==> src/rtl/spdif_pkg.sv <==
// Shared constants for the S/PDIF transmitter: preamble patterns, slot layout
// and frame/block geometry.
package spdif_pkg;

    localparam logic [7:0] PREAMBLE_B = 8'b11101000;
    localparam logic [7:0] PREAMBLE_M = 8'b11100010;
    localparam logic [7:0] PREAMBLE_W = 8'b11100100;

    localparam int SLOT_V = 28;
    localparam int SLOT_U = 29;
    localparam int SLOT_C = 30;
    localparam int SLOT_P = 31;

    localparam int SUBBITS_PER_SUBFRAME = 64;
    localparam int FRAMES_PER_BLOCK     = 192;

    typedef enum logic [1:0] {
        PRE_B = 2'd0,
        PRE_M = 2'd1,
        PRE_W = 2'd2
    } preamble_e;

    function automatic logic [7:0] preamble_bits(input preamble_e sel);
        case (sel)
            PRE_B:   return PREAMBLE_B;
            PRE_M:   return PREAMBLE_M;
            default: return PREAMBLE_W;
        endcase
    endfunction

endpackage

==> src/rtl/spdif_bmc_enc.sv <==
// Biphase-mark line encoder: turns preamble subbits and data cells into the
// registered line level, tracking the last driven level.
module spdif_bmc_enc (
    input  logic clk,
    input  logic rst,
    input  logic i_strobe,
    input  logic i_is_pre,
    input  logic i_pre_first,
    input  logic i_pre_bit,
    input  logic i_half,
    input  logic i_bit,
    output logic o_line
);

    logic r_level;
    logic r_base;
    logic w_base;
    logic w_next;

    // Preamble subbits are XORed with the level seen just before the preamble,
    // which is captured on its first subbit and held for the remaining seven.
    always_comb begin
        w_base = i_pre_first ? r_level : r_base;
        w_next = r_level;
        if (i_is_pre) begin
            w_next = i_pre_bit ^ w_base;
        end else if (!i_half) begin
            w_next = ~r_level;
        end else begin
            w_next = i_bit ? ~r_level : r_level;
        end
    end

    always_ff @(posedge clk) begin
        if (rst) begin
            r_level <= 1'b0;
            r_base  <= 1'b0;
        end else if (i_strobe) begin
            r_level <= w_next;
            if (i_pre_first) begin
                r_base <= r_level;
            end
        end
    end

    assign o_line = r_level;

endmodule

==> src/rtl/spdif_tx.sv <==
// S/PDIF transmitter: sample handshake, subframe framing, parity and BMC line.
// Optional SPDIF_TX_UNDERRUN_CNT_EN adds a saturating underrun counter output.
module spdif_tx
    import spdif_pkg::*;
#(
    parameter int CLK_PER_SUBBIT      = 4,
    parameter int CLK_PER_SUBBIT_LOG2 = 2
) (
    input  logic         clk,
    input  logic         rst,
    input  logic [23:0]  data_i,
    input  logic         lrck_i,
    input  logic         valid_i,
    output logic         ready_o,
    input  logic [191:0] udata_i,
    input  logic [191:0] cdata_i,
    output logic         signal_o,
    output logic         block_o,
    output logic         underrun_o
`ifdef SPDIF_TX_UNDERRUN_CNT_EN
    ,
    output logic [15:0]  underrun_cnt_o
`endif
);

    logic [CLK_PER_SUBBIT_LOG2-1:0] r_clk_cnt;
    logic [5:0]   r_subbit;
    logic [7:0]   r_frame;
    logic         r_chan;
    logic         r_full;
    logic [23:0]  r_hold_data;
    logic         r_hold_lrck;
    logic [27:0]  r_word;
    logic [191:0] r_udata;
    logic [191:0] r_cdata;

    logic         w_strobe;
    logic         w_start;
    logic         w_last;
    logic         w_take;
    logic         w_block;
    logic         w_hs;
    logic [7:0]   w_bit_idx;
    logic         w_ubit;
    logic         w_cbit;
    logic [26:0]  w_payload;
    preamble_e    w_pre_sel;
    logic [7:0]   w_pre_pat;
    logic         w_pre_bit;
    logic [4:0]   w_slot;
    logic [4:0]   w_word_idx;
    logic         w_cell_bit;

    // r_word holds slots 4..31, so word bit k is slot k+4.
    always_comb begin
        w_strobe   = !rst && (r_clk_cnt == '0);
        w_start    = w_strobe && (r_subbit == '0);
        w_last     = w_strobe && (r_subbit == 6'(SUBBITS_PER_SUBFRAME - 1));
        w_take     = w_start && r_full && (r_hold_lrck == r_chan);
        w_block    = w_start && !r_chan && (r_frame == '0);
        w_hs       = valid_i && !r_full;
        w_bit_idx  = 8'(FRAMES_PER_BLOCK - 1) - r_frame;
        w_ubit     = w_block ? udata_i[FRAMES_PER_BLOCK-1] : r_udata[w_bit_idx];
        w_cbit     = w_block ? cdata_i[FRAMES_PER_BLOCK-1] : r_cdata[w_bit_idx];
        w_payload  = {w_cbit, w_ubit, !w_take, (w_take ? r_hold_data : 24'd0)};
        w_pre_sel  = r_chan ? PRE_W : ((r_frame == '0) ? PRE_B : PRE_M);
        w_pre_pat  = preamble_bits(w_pre_sel);
        w_pre_bit  = w_pre_pat[3'd7 - r_subbit[2:0]];
        w_slot     = r_subbit[5:1];
        w_word_idx = w_slot - 5'd4;
        w_cell_bit = (w_word_idx < 5'(SLOT_P - 3)) ? r_word[w_word_idx] : 1'b0;
    end

    always_ff @(posedge clk) begin
        if (rst) begin
            r_clk_cnt <= '0;
            r_subbit  <= '0;
            r_frame   <= '0;
            r_chan    <= 1'b0;
        end else begin
            r_clk_cnt <= (r_clk_cnt == CLK_PER_SUBBIT_LOG2'(CLK_PER_SUBBIT - 1))
                         ? '0 : r_clk_cnt + CLK_PER_SUBBIT_LOG2'(1);
            if (w_strobe) begin
                r_subbit <= r_subbit + 6'd1;
            end
            if (w_last) begin
                r_chan <= ~r_chan;
                if (r_chan) begin
                    r_frame <= (r_frame == 8'(FRAMES_PER_BLOCK - 1)) ? '0 : r_frame + 8'd1;
                end
            end
        end
    end

    // A handshake cannot coincide with a load (ready is low while full), but
    // giving it priority keeps the register full with the newer sample if it did.
    always_ff @(posedge clk) begin
        if (rst) begin
            r_full      <= 1'b0;
            r_hold_data <= '0;
            r_hold_lrck <= 1'b0;
        end else if (w_hs) begin
            r_full      <= 1'b1;
            r_hold_data <= data_i;
            r_hold_lrck <= lrck_i;
        end else if (w_take) begin
            r_full <= 1'b0;
        end
    end

    always_ff @(posedge clk) begin
        if (rst) begin
            r_word  <= '0;
            r_udata <= '0;
            r_cdata <= '0;
        end else begin
            if (w_start) begin
                r_word <= {^w_payload, w_payload};
            end
            if (w_block) begin
                r_udata <= udata_i;
                r_cdata <= cdata_i;
            end
        end
    end

    spdif_bmc_enc u_bmc (
        .clk         (clk),
        .rst         (rst),
        .i_strobe    (w_strobe),
        .i_is_pre    (r_subbit[5:3] == 3'd0),
        .i_pre_first (r_subbit == 6'd0),
        .i_pre_bit   (w_pre_bit),
        .i_half      (r_subbit[0]),
        .i_bit       (w_cell_bit),
        .o_line      (signal_o)
    );

    assign ready_o    = !r_full;
    assign block_o    = w_block;
    assign underrun_o = w_start && !w_take;

`ifdef SPDIF_TX_UNDERRUN_CNT_EN
    logic [15:0] r_underrun_cnt;

    always_ff @(posedge clk) begin
        if (rst) begin
            r_underrun_cnt <= '0;
        end else if (underrun_o && (r_underrun_cnt != 16'hFFFF)) begin
            r_underrun_cnt <= r_underrun_cnt + 16'd1;
        end
    end

    assign underrun_cnt_o = r_underrun_cnt;
`endif

endmodule

==> config.mk <==
export PLATFORM = sky130hd
export DESIGN_NAME = spdif_tx
export DESIGN_NICKNAME = d
export VERILOG_FILES = /design/src/rtl/spdif_pkg.sv /design/src/rtl/spdif_bmc_enc.sv /design/src/rtl/spdif_tx.sv
export SDC_FILE = /design/constraint.sdc
export NUM_CORES = 1
export LEC_CHECK = 0
export CORE_UTILIZATION = 55
export DETAILED_ROUTE_END_ITERATION = 10
export GPL_TIMING_DRIVEN = 0
export HOLD_SLACK_MARGIN = 0.03
export PLACE_DENSITY = 0.85
export SYNTH_ARGS = -nofsm -noshare
export SYNTH_HDL_FRONTEND = slang
export SYNTH_SLANG_ARGS = --single-unit
==> constraint.sdc <==
create_clock -name clk -period 5.5 [get_ports clk]
set_clock_uncertainty 0.1 [all_clocks]
set_input_delay 0.55 -clock clk [delete_from_list [all_inputs] [get_ports clk]]
set_output_delay 0.55 -clock clk [all_outputs]
set_load 0.02 [all_outputs]
==> reports/results.tsv, run 1 <==
metric	value	unit
post_cts resized	0	
static leakage	8.928	nW
largest net degree at the start of global routing	15	
sequential power share	44.9	%
via count	19240	
status	finished clean	
register area	9149	µm²
Die Ht	191.4	µm
Reg2Reg Setup Slack	1110	ps
met2 Track Usage GR	60.24	%
Top FF cell, synth	dfxtp_1	
Crit Path Max Fanout	10	
Hold Path Class	register to register	
number of synthesized flops with an enable pin	0	
GP Congestion	0.9126	
Synth cell types	65	
crit share post-route	88.67	%
share of layout cells above drive strength 1	7.018	%
Die W	191.4	µm
met1 GRT Util	44.85	%
CP startpoint kind	register	
total power	0.008470	W
#FFs+latches synth	457	
critical path class	register to output pin	
Multi-input gate area	9676	µm²
Post-Syn Nets	2780	
Post-DP HPWL	49.92	mm
Sw Ratio	28.18	%
Initial Util	56.55	%
Avg Synthesized Cell Area	8.369	µm²
R2R cell count	15	
Max Cap Viol	0	
crit path time final	4877	ps
Final Max Slew Viols	0	
max frequency	205.0	MHz
Mapped Area	19730	µm²
final hold viol count	0	
# fillers	2537	
root buffer cell	clkbuf_16	
P_int	0.006083	W
cells after synthesis	2357	
CP required	4850	ps
CTS sink count	457	
GR Overflow Total	0	
asr flop ratio synth	0	%
Final setup viols	0	
RSZ-0062 raised after global routing	no	
Iteration-0 DRC Markers	1690	
Power per Cell Area	326.9	nW/µm²
H-tree depth	2	
Worst Setup SP	r_frame[1]	
Ys Warns	0	
critical path capture point type	output pin	
area grow syn2layout	31.37	%
hold_buf cts	0	
Core Rows	68	
Overall Global Routing Usage	36.14	%
DR pass1 iterations	5	
first-pass GRT wire length	101.2	mm
Setup Buffers After CTS	0	
Ports	416	
Comb power frac	19.1	%
VDD IR-drop max	0.2578	mV
WP data arrival	4230	ps
TritonCTS buffer count	45	
GR Layer Usage met3	6.628	%
Buffers on Ports	415	
Clk pin slew, worst setup/hold paths	60	ps
Placeable Area	34880	µm²
RR Startpoint	r_frame[1]	
capture point of the worst reg-to-reg path	r_word[27]	
Wirelength per Cell	20.22	µm
sequential fraction of the synthesis area	46.38	%
Setup crit end	block_o	
worst rel slew slack	14.07	%
Switch Pwr	0.002387	W
DR vias/cell	5.817	
die area	36620	µm²
DRC	0	
CTS tree	yes	
worst slew pin tran	1284	ps
Clock Latency Late Sink	560	ps
GRT busiest layer	met2	
vias in the first global route	18840	
total wire length	66.90	mm
Final TNS setup	0	ps
CTS Buffer Depth	3	
clock share of power	36.0	%
Final nets	3242	
Final ANT Viol Nets	0	
initial antenna violation count	5	
-- cell type report --
type / count / share of cell area, %
diodes: 3 / 0.02897
flip-flops and latches: 457 / 35.30
well taps: 455 / 2.197
repair buffers: 415 / 16.03
plain buffers: 190 / 3.259
inverters: 15 / 0.2173
multi-input cells: 1695 / 37.34
clock buffers: 63 / 5.031
clock inverters: 15 / 0.5939
-- worst min-delay path by stage --
stage,from,end,slack [ps],cells after the start
final,r_udata[39],r_udata[39],350,2
after global routing,r_cdata[121],r_cdata[121],360,2
after CTS,r_udata[0],r_udata[0],350,2
after detailed placement,r_udata[81],r_udata[81],350,2
after global placement,r_clk_cnt[0],r_clk_cnt[0],330,1
after floorplan,r_clk_cnt[0],r_clk_cnt[0],320,1
-- registers in the layout (all words and copies together), names as in the netlist --
name	count
r_hold_lrck	1
r_frame	8
r_clk_cnt	2
u_bmc.o_line	1
r_hold_data	24
r_subbit	6
r_cdata	192
r_full	1
r_chan	1
r_word	28
u_bmc.r_base	1
r_udata	192
-- power by group through the flow --
stage | sequential [W] | combinational, W | clock [W]
global route | 0.00383 | 0.00176 | 0.00319
CTS | 0.00380 | 0.00159 | 0.00304
global placement | 0.00384 | 0.00153 | 0
finish | 0.00381 | 0.00161 | 0.00305
detailed placement | 0.00387 | 0.00157 | 0
floorplan | 0.00382 | 0.000945 | 0
-- cell usage after synthesis, drive strengths merged (10+ instances only) --
master / count / area [µm²]
inv: 15 / 56.30
ha: 11 / 137.6
xnor2: 30 / 262.8
nor2: 29 / 108.9
o22ai: 11 / 68.82
buf: 39 / 277.8
a21oi: 449 / 2247
o21ai: 10 / 50.04
nand3: 33 / 165.2
a22oi: 16 / 120.1
nand2: 874 / 3281
mux4: 87 / 1988
dfxtp: 457 / 9149
mux2i: 36 / 360.4
clkbuf: 151 / 566.8
-- metrics by stage --
| step | hold WS [ps] | cells | cell area, µm² | utilization (%) | setup slack (ps) |
|---|---|---|---|---|---|
| global placement | 334.4 | 3227 | 24450 | 70.09 | 1228 |
| global route | 364.8 | 3306 | 25910 | 74.27 | 516.4 |
| CTS | 353.3 | 3305 | 25910 | 74.26 | 712.2 |
| finish | 352.2 | 3308 | 25910 | 74.29 | 623.1 |
| detailed placement | 345.0 | 3227 | 24450 | 70.09 | 1224 |
| floorplan | 324.6 | 2357 | 19730 | - | 2635 |
-- placed cells by master, fill, tap and decap left out, drive strengths merged, types with 5 or more instances in the layout --
cell type,synthesis,final
a211oi,7,7
a21oi,449,449
a22o,5,5
a22oi,16,16
and2,6,6
buf,39,39
clkbuf,151,214
clkdlybuf4s50,0,415
clkinv,0,11
dfxtp,457,457
ha,11,11
inv,15,16
mux2i,36,36
mux4,87,87
nand2,874,874
nand2b,5,5
nand3,33,33
nand3b,6,6
nor2,29,29
nor2b,9,9
o21ai,10,10
o22ai,11,11
xnor2,30,30
xor2,7,7
-- metal layers --
metal | vias up | part of all wire, % | routed length [µm]
met1 | 9103 | 39 | 25940
met4 | 4 | 4.9 | 3256
li1 | 8908 | - | -
met5 | - | 0.021 | 14
met2 | 1023 | 47 | 31190
met3 | 204 | 9.7 | 6496
-- worst max-delay path, stage by stage, from the launching register on --
cell and delay, ps:
dfxtp_1 360, buf_2 400, buf_2 430, buf_2 460, inv_1 90, ha_1 200, and3b_1 160, nand4_1 100
buf_2 280, inv_2 190, clkbuf_1 350, clkdlybuf4s50_1 640
-- kinds of logic after synthesis --
family	synth area share [%]
AO/OA/AOI/OAI	14.56
XOR/XNOR	1.763
adder cells (fa/ha/maj)	0.6977
buffers and inverters	4.567
flip-flops	46.38
multiplexers	12.13
AND/OR/NAND/NOR	19.89
Note: power is estimated with default switching activity, not from simulation.
==> inputs of run 2 (changes only) <==
CORE_MARGIN = 2   (was unset)
SYNTH_HIERARCHICAL = 1   (was unset)
==> run 2 against run 1 <==
Clock power up 5%. Via count decreased by 1.5%. Die area grew 1.9%. Core utilization fell by 0.94 points. Sequential power is essentially flat. Critical endpoint unchanged. Largest cell class unchanged.
==> reports/results.tsv, run 2 <==
metric	value	unit	change
critical path capture point type	output pin		unchanged
hold depth	2		unchanged
share of the synthesized area in the top cell type	46.50	%	was 46.38%
Final setup viols	0		unchanged
Mapped Area	19680	µm²	was 19,730 µm²
static leakage	9.043	nW	was 8.928 nW
DRC	0		unchanged
Final Max Slew Viols	0		unchanged
hold_buf cts	0		unchanged
Hold Path Class	register to register		unchanged
total wire length	66.66	mm	was 66.90 mm
TritonCTS buffer count	46		was 45
cells after synthesis	2330		was 2,357
final hold viol count	0		unchanged
commonest non-fill, non-tap cells in the layout	nand2_1, dfxtp_1, a21oi_1		unchanged
asr flop ratio synth	0	%	unchanged
hold path start	r_word[1]		was r_udata[39]
worst rel slew slack	18.52	%	was 14.07%
P_int	0.006226	W	was 0.006083 W
H-tree depth	2		unchanged
Final nets	3217		was 3,242
CTS sink count	457		unchanged
share of layout cells above drive strength 1	7.214	%	was 7.018%
Sw Ratio	27.74	%	was 28.18%
Overall Global Routing Usage	34.91	%	was 36.14%
first-pass GRT wire length	99.08	mm	was 101.2 mm
CP startpoint kind	register		unchanged
area grow syn2layout	31.95	%	was 31.37%
clock share of power	37.1	%	was 36.0%
top post-synthesis cells by count	nand2_1, dfxtp_1, a21oi_1		unchanged
Die W	193.1	µm	was 191.4 µm
R2R cell count	15		unchanged
Synth cell types	63		was 65
capture point of the worst reg-to-reg path	r_cdata[15]		was r_word[27]
Avg Synthesized Cell Area	8.445	µm²	was 8.369 µm²
WP data arrival	4620	ps	was 4230 ps
Max Cap Viol	0		unchanged
Placeable Area	35400	µm²	was 34,880 µm²
Comb power frac	18.7	%	was 19.1%
DR vias/cell	5.750		was 5.817
sequential power share	44.2	%	was 44.9%
Setup Buffers After CTS	0		unchanged
Die Ht	193.1	µm	was 191.4 µm
Power per Cell Area	331.8	nW/µm²	was 326.9 nW/µm²
largest net degree at the start of global routing	14		was 15
Core Rows	69		was 68
post_cts resized	0		unchanged
crit path time final	5270	ps	was 4877 ps
Switch Pwr	0.002390	W	was 0.002387 W
Reg2Reg Setup Slack	730	ps	was 1110 ps
Iteration-0 DRC Markers	1420		was 1,690
Place WS	896.5	ps	was 1224 ps
Ports	416		unchanged
Post-Syn Nets	2754		was 2,780
CP required	4850	ps	about the same
Ys Warns	6		was 0
vias in the first global route	18670		was 18,840
RSZ-0062 raised after global routing	no		unchanged
VDD IR-drop max	0.2044	mV	was 0.2578 mV
critical path class	register to output pin		unchanged
initial antenna violation count	12		was 5
Clock Latency Late Sink	550	ps	was 560 ps
status	finished clean		unchanged
RR Startpoint	r_frame[1]		unchanged
CTS tree	yes		unchanged
largest registers in the final layout	r_cdata x192, r_udata x192, r_word x28		unchanged
via count	18950		was 19,240
Wirelength per Cell	20.22	µm	about the same
Buffers on Ports	415		unchanged
hold path endpoint	r_word[1]		was r_udata[39]
Initial Util	55.59	%	was 56.55%
DR pass1 iterations	5		unchanged
GR Overflow Total	0		unchanged
root buffer cell	clkbuf_16		unchanged
max frequency	189.7	MHz	was 205.0 MHz
sequential fraction of the synthesis area	46.50	%	was 46.38%
Final TNS setup	0	ps	unchanged
#FFs+latches synth	457		unchanged
Top FF cell, synth	dfxtp_1		unchanged
most common cell after layout, fill and taps aside	nand2_1		unchanged
number of synthesized flops with an enable pin	0		unchanged
cell with the most instances after synthesis	nand2_1		unchanged
Crit Path Max Fanout	10		unchanged
GP Congestion	0.8998		was 0.9126
crit share post-route	95.82	%	was 88.67%
post-synth top area cell	dfxtp_1		unchanged
Clk pin slew, worst setup/hold paths	60	ps	about the same
Post-DP HPWL	49.72	mm	was 49.92 mm
final setup margin	229.7	ps	was 623.1 ps
main area contributors after synthesis	dfxtp_1, nand2_1, a21oi_1, mux4_2, clkbuf_1		unchanged
hold_ws	349.3	ps	was 352.2 ps
worst slew pin tran	1218	ps	was 1284 ps
die area	37310	µm²	was 36,620 µm²
CTS Buffer Depth	3		unchanged
Final ANT Viol Nets	0		unchanged
-- run 2: cell count changes in the layout (fill, tap and decap cells not counted), sizes merged, moves of 5 or more --
cell / previous run / this run
clkbuf: 214 / 235
buf: 39 / 25
mux4: 87 / 100
a21oi: 449 / 438
mux2i: 36 / 29
o22ai: 11 / 4
a22oi: 16 / 11
mux2: 4 / 9
-- run 2: power by group through the flow --
stage	Clock, W	Combinational (W)	Sequential (W)
6_report	0.00320	0.00161	0.00381
5_1_grt	0.00332	0.00176	0.00383
4_1_cts	0.00319	0.00159	0.00380
3_5_place_dp	0	0.00157	0.00387
3_3_place_gp	0	0.00153	0.00384
2_1_floorplan	0	0.000949	0.00381
-- run 2: cells by family after synthesis --
| logic type | after synthesis | synth area share (%) |
|---|---|---|
| buffers and inverters | 208 | 4.375 |
| and+or+nand+nor | 980 | 19.54 |
| AOI/OAI and AO/OA | 497 | 13.54 |
| DFF | 457 | 46.50 |
| xor gates and xnor gates | 38 | 1.768 |
| adders and majority gates | 12 | 0.7630 |
| muxes | 138 | 13.51 |
-- run 2: area by class of cell --
class / instances / area (µm²)
diodes: 7 / 17.52
fillers: 2633 / 9433
inverters: 19 / 71.32
flip-flops and latches: 457 / 9149
well taps: 461 / 576.8
multi-input cells: 1665 / 9667
plain buffers: 189 / 789.5
repair buffers: 415 / 4154
clock inverters: 12 / 142.6
clock buffers: 71 / 1396
-- run 2: routing by layer --
layer  vias to the layer above  track usage [%]  wire length, µm
li1                       8790                -                -
met1                      8992            41.87            25060
met2                       951            60.95            32520
met3                       206            6.443             5894
met4                        12            15.91             3109
met5                         -                0               80
-- run 2: stage by stage --
stage / power (W) / std cells / area (µm²) / util [%]
global placement: 0.005371 / 3206 / 24410 / 68.95
global route: 0.008915 / 3292 / 25950 / 73.32
floorplan: 0.004761 / 2330 / 19680 / -
detailed placement: 0.005439 / 3206 / 24410 / 68.95
CTS: 0.008576 / 3289 / 25950 / 73.30
finish: 0.008615 / 3296 / 25960 / 73.35
-- run 2: worst max-delay path by stage --
stage | startpoint | endpoint | depth (start not counted)
after CTS | r_frame[1] | block_o | 13
after global placement | r_frame[1] | r_cdata[128] | 15
after detailed placement | r_frame[1] | block_o | 13
final | r_frame[1] | block_o | 13
after floorplan | r_frame[0] | r_word[27] | 15
after global routing | r_frame[1] | block_o | 13
-- run 2: worst max-delay path: stages (launching register included) --
cell and delay [ps]:
dfxtp_1 320, buf_2 210, buf_4 240, buf_2 280, buf_4 280, inv_1 280, ha_1 230, nand2_1 50
nand4bb_1 230, or2_2 350, clkbuf_1 270, inv_2 260, clkbuf_1 360, clkdlybuf4s50_1 680
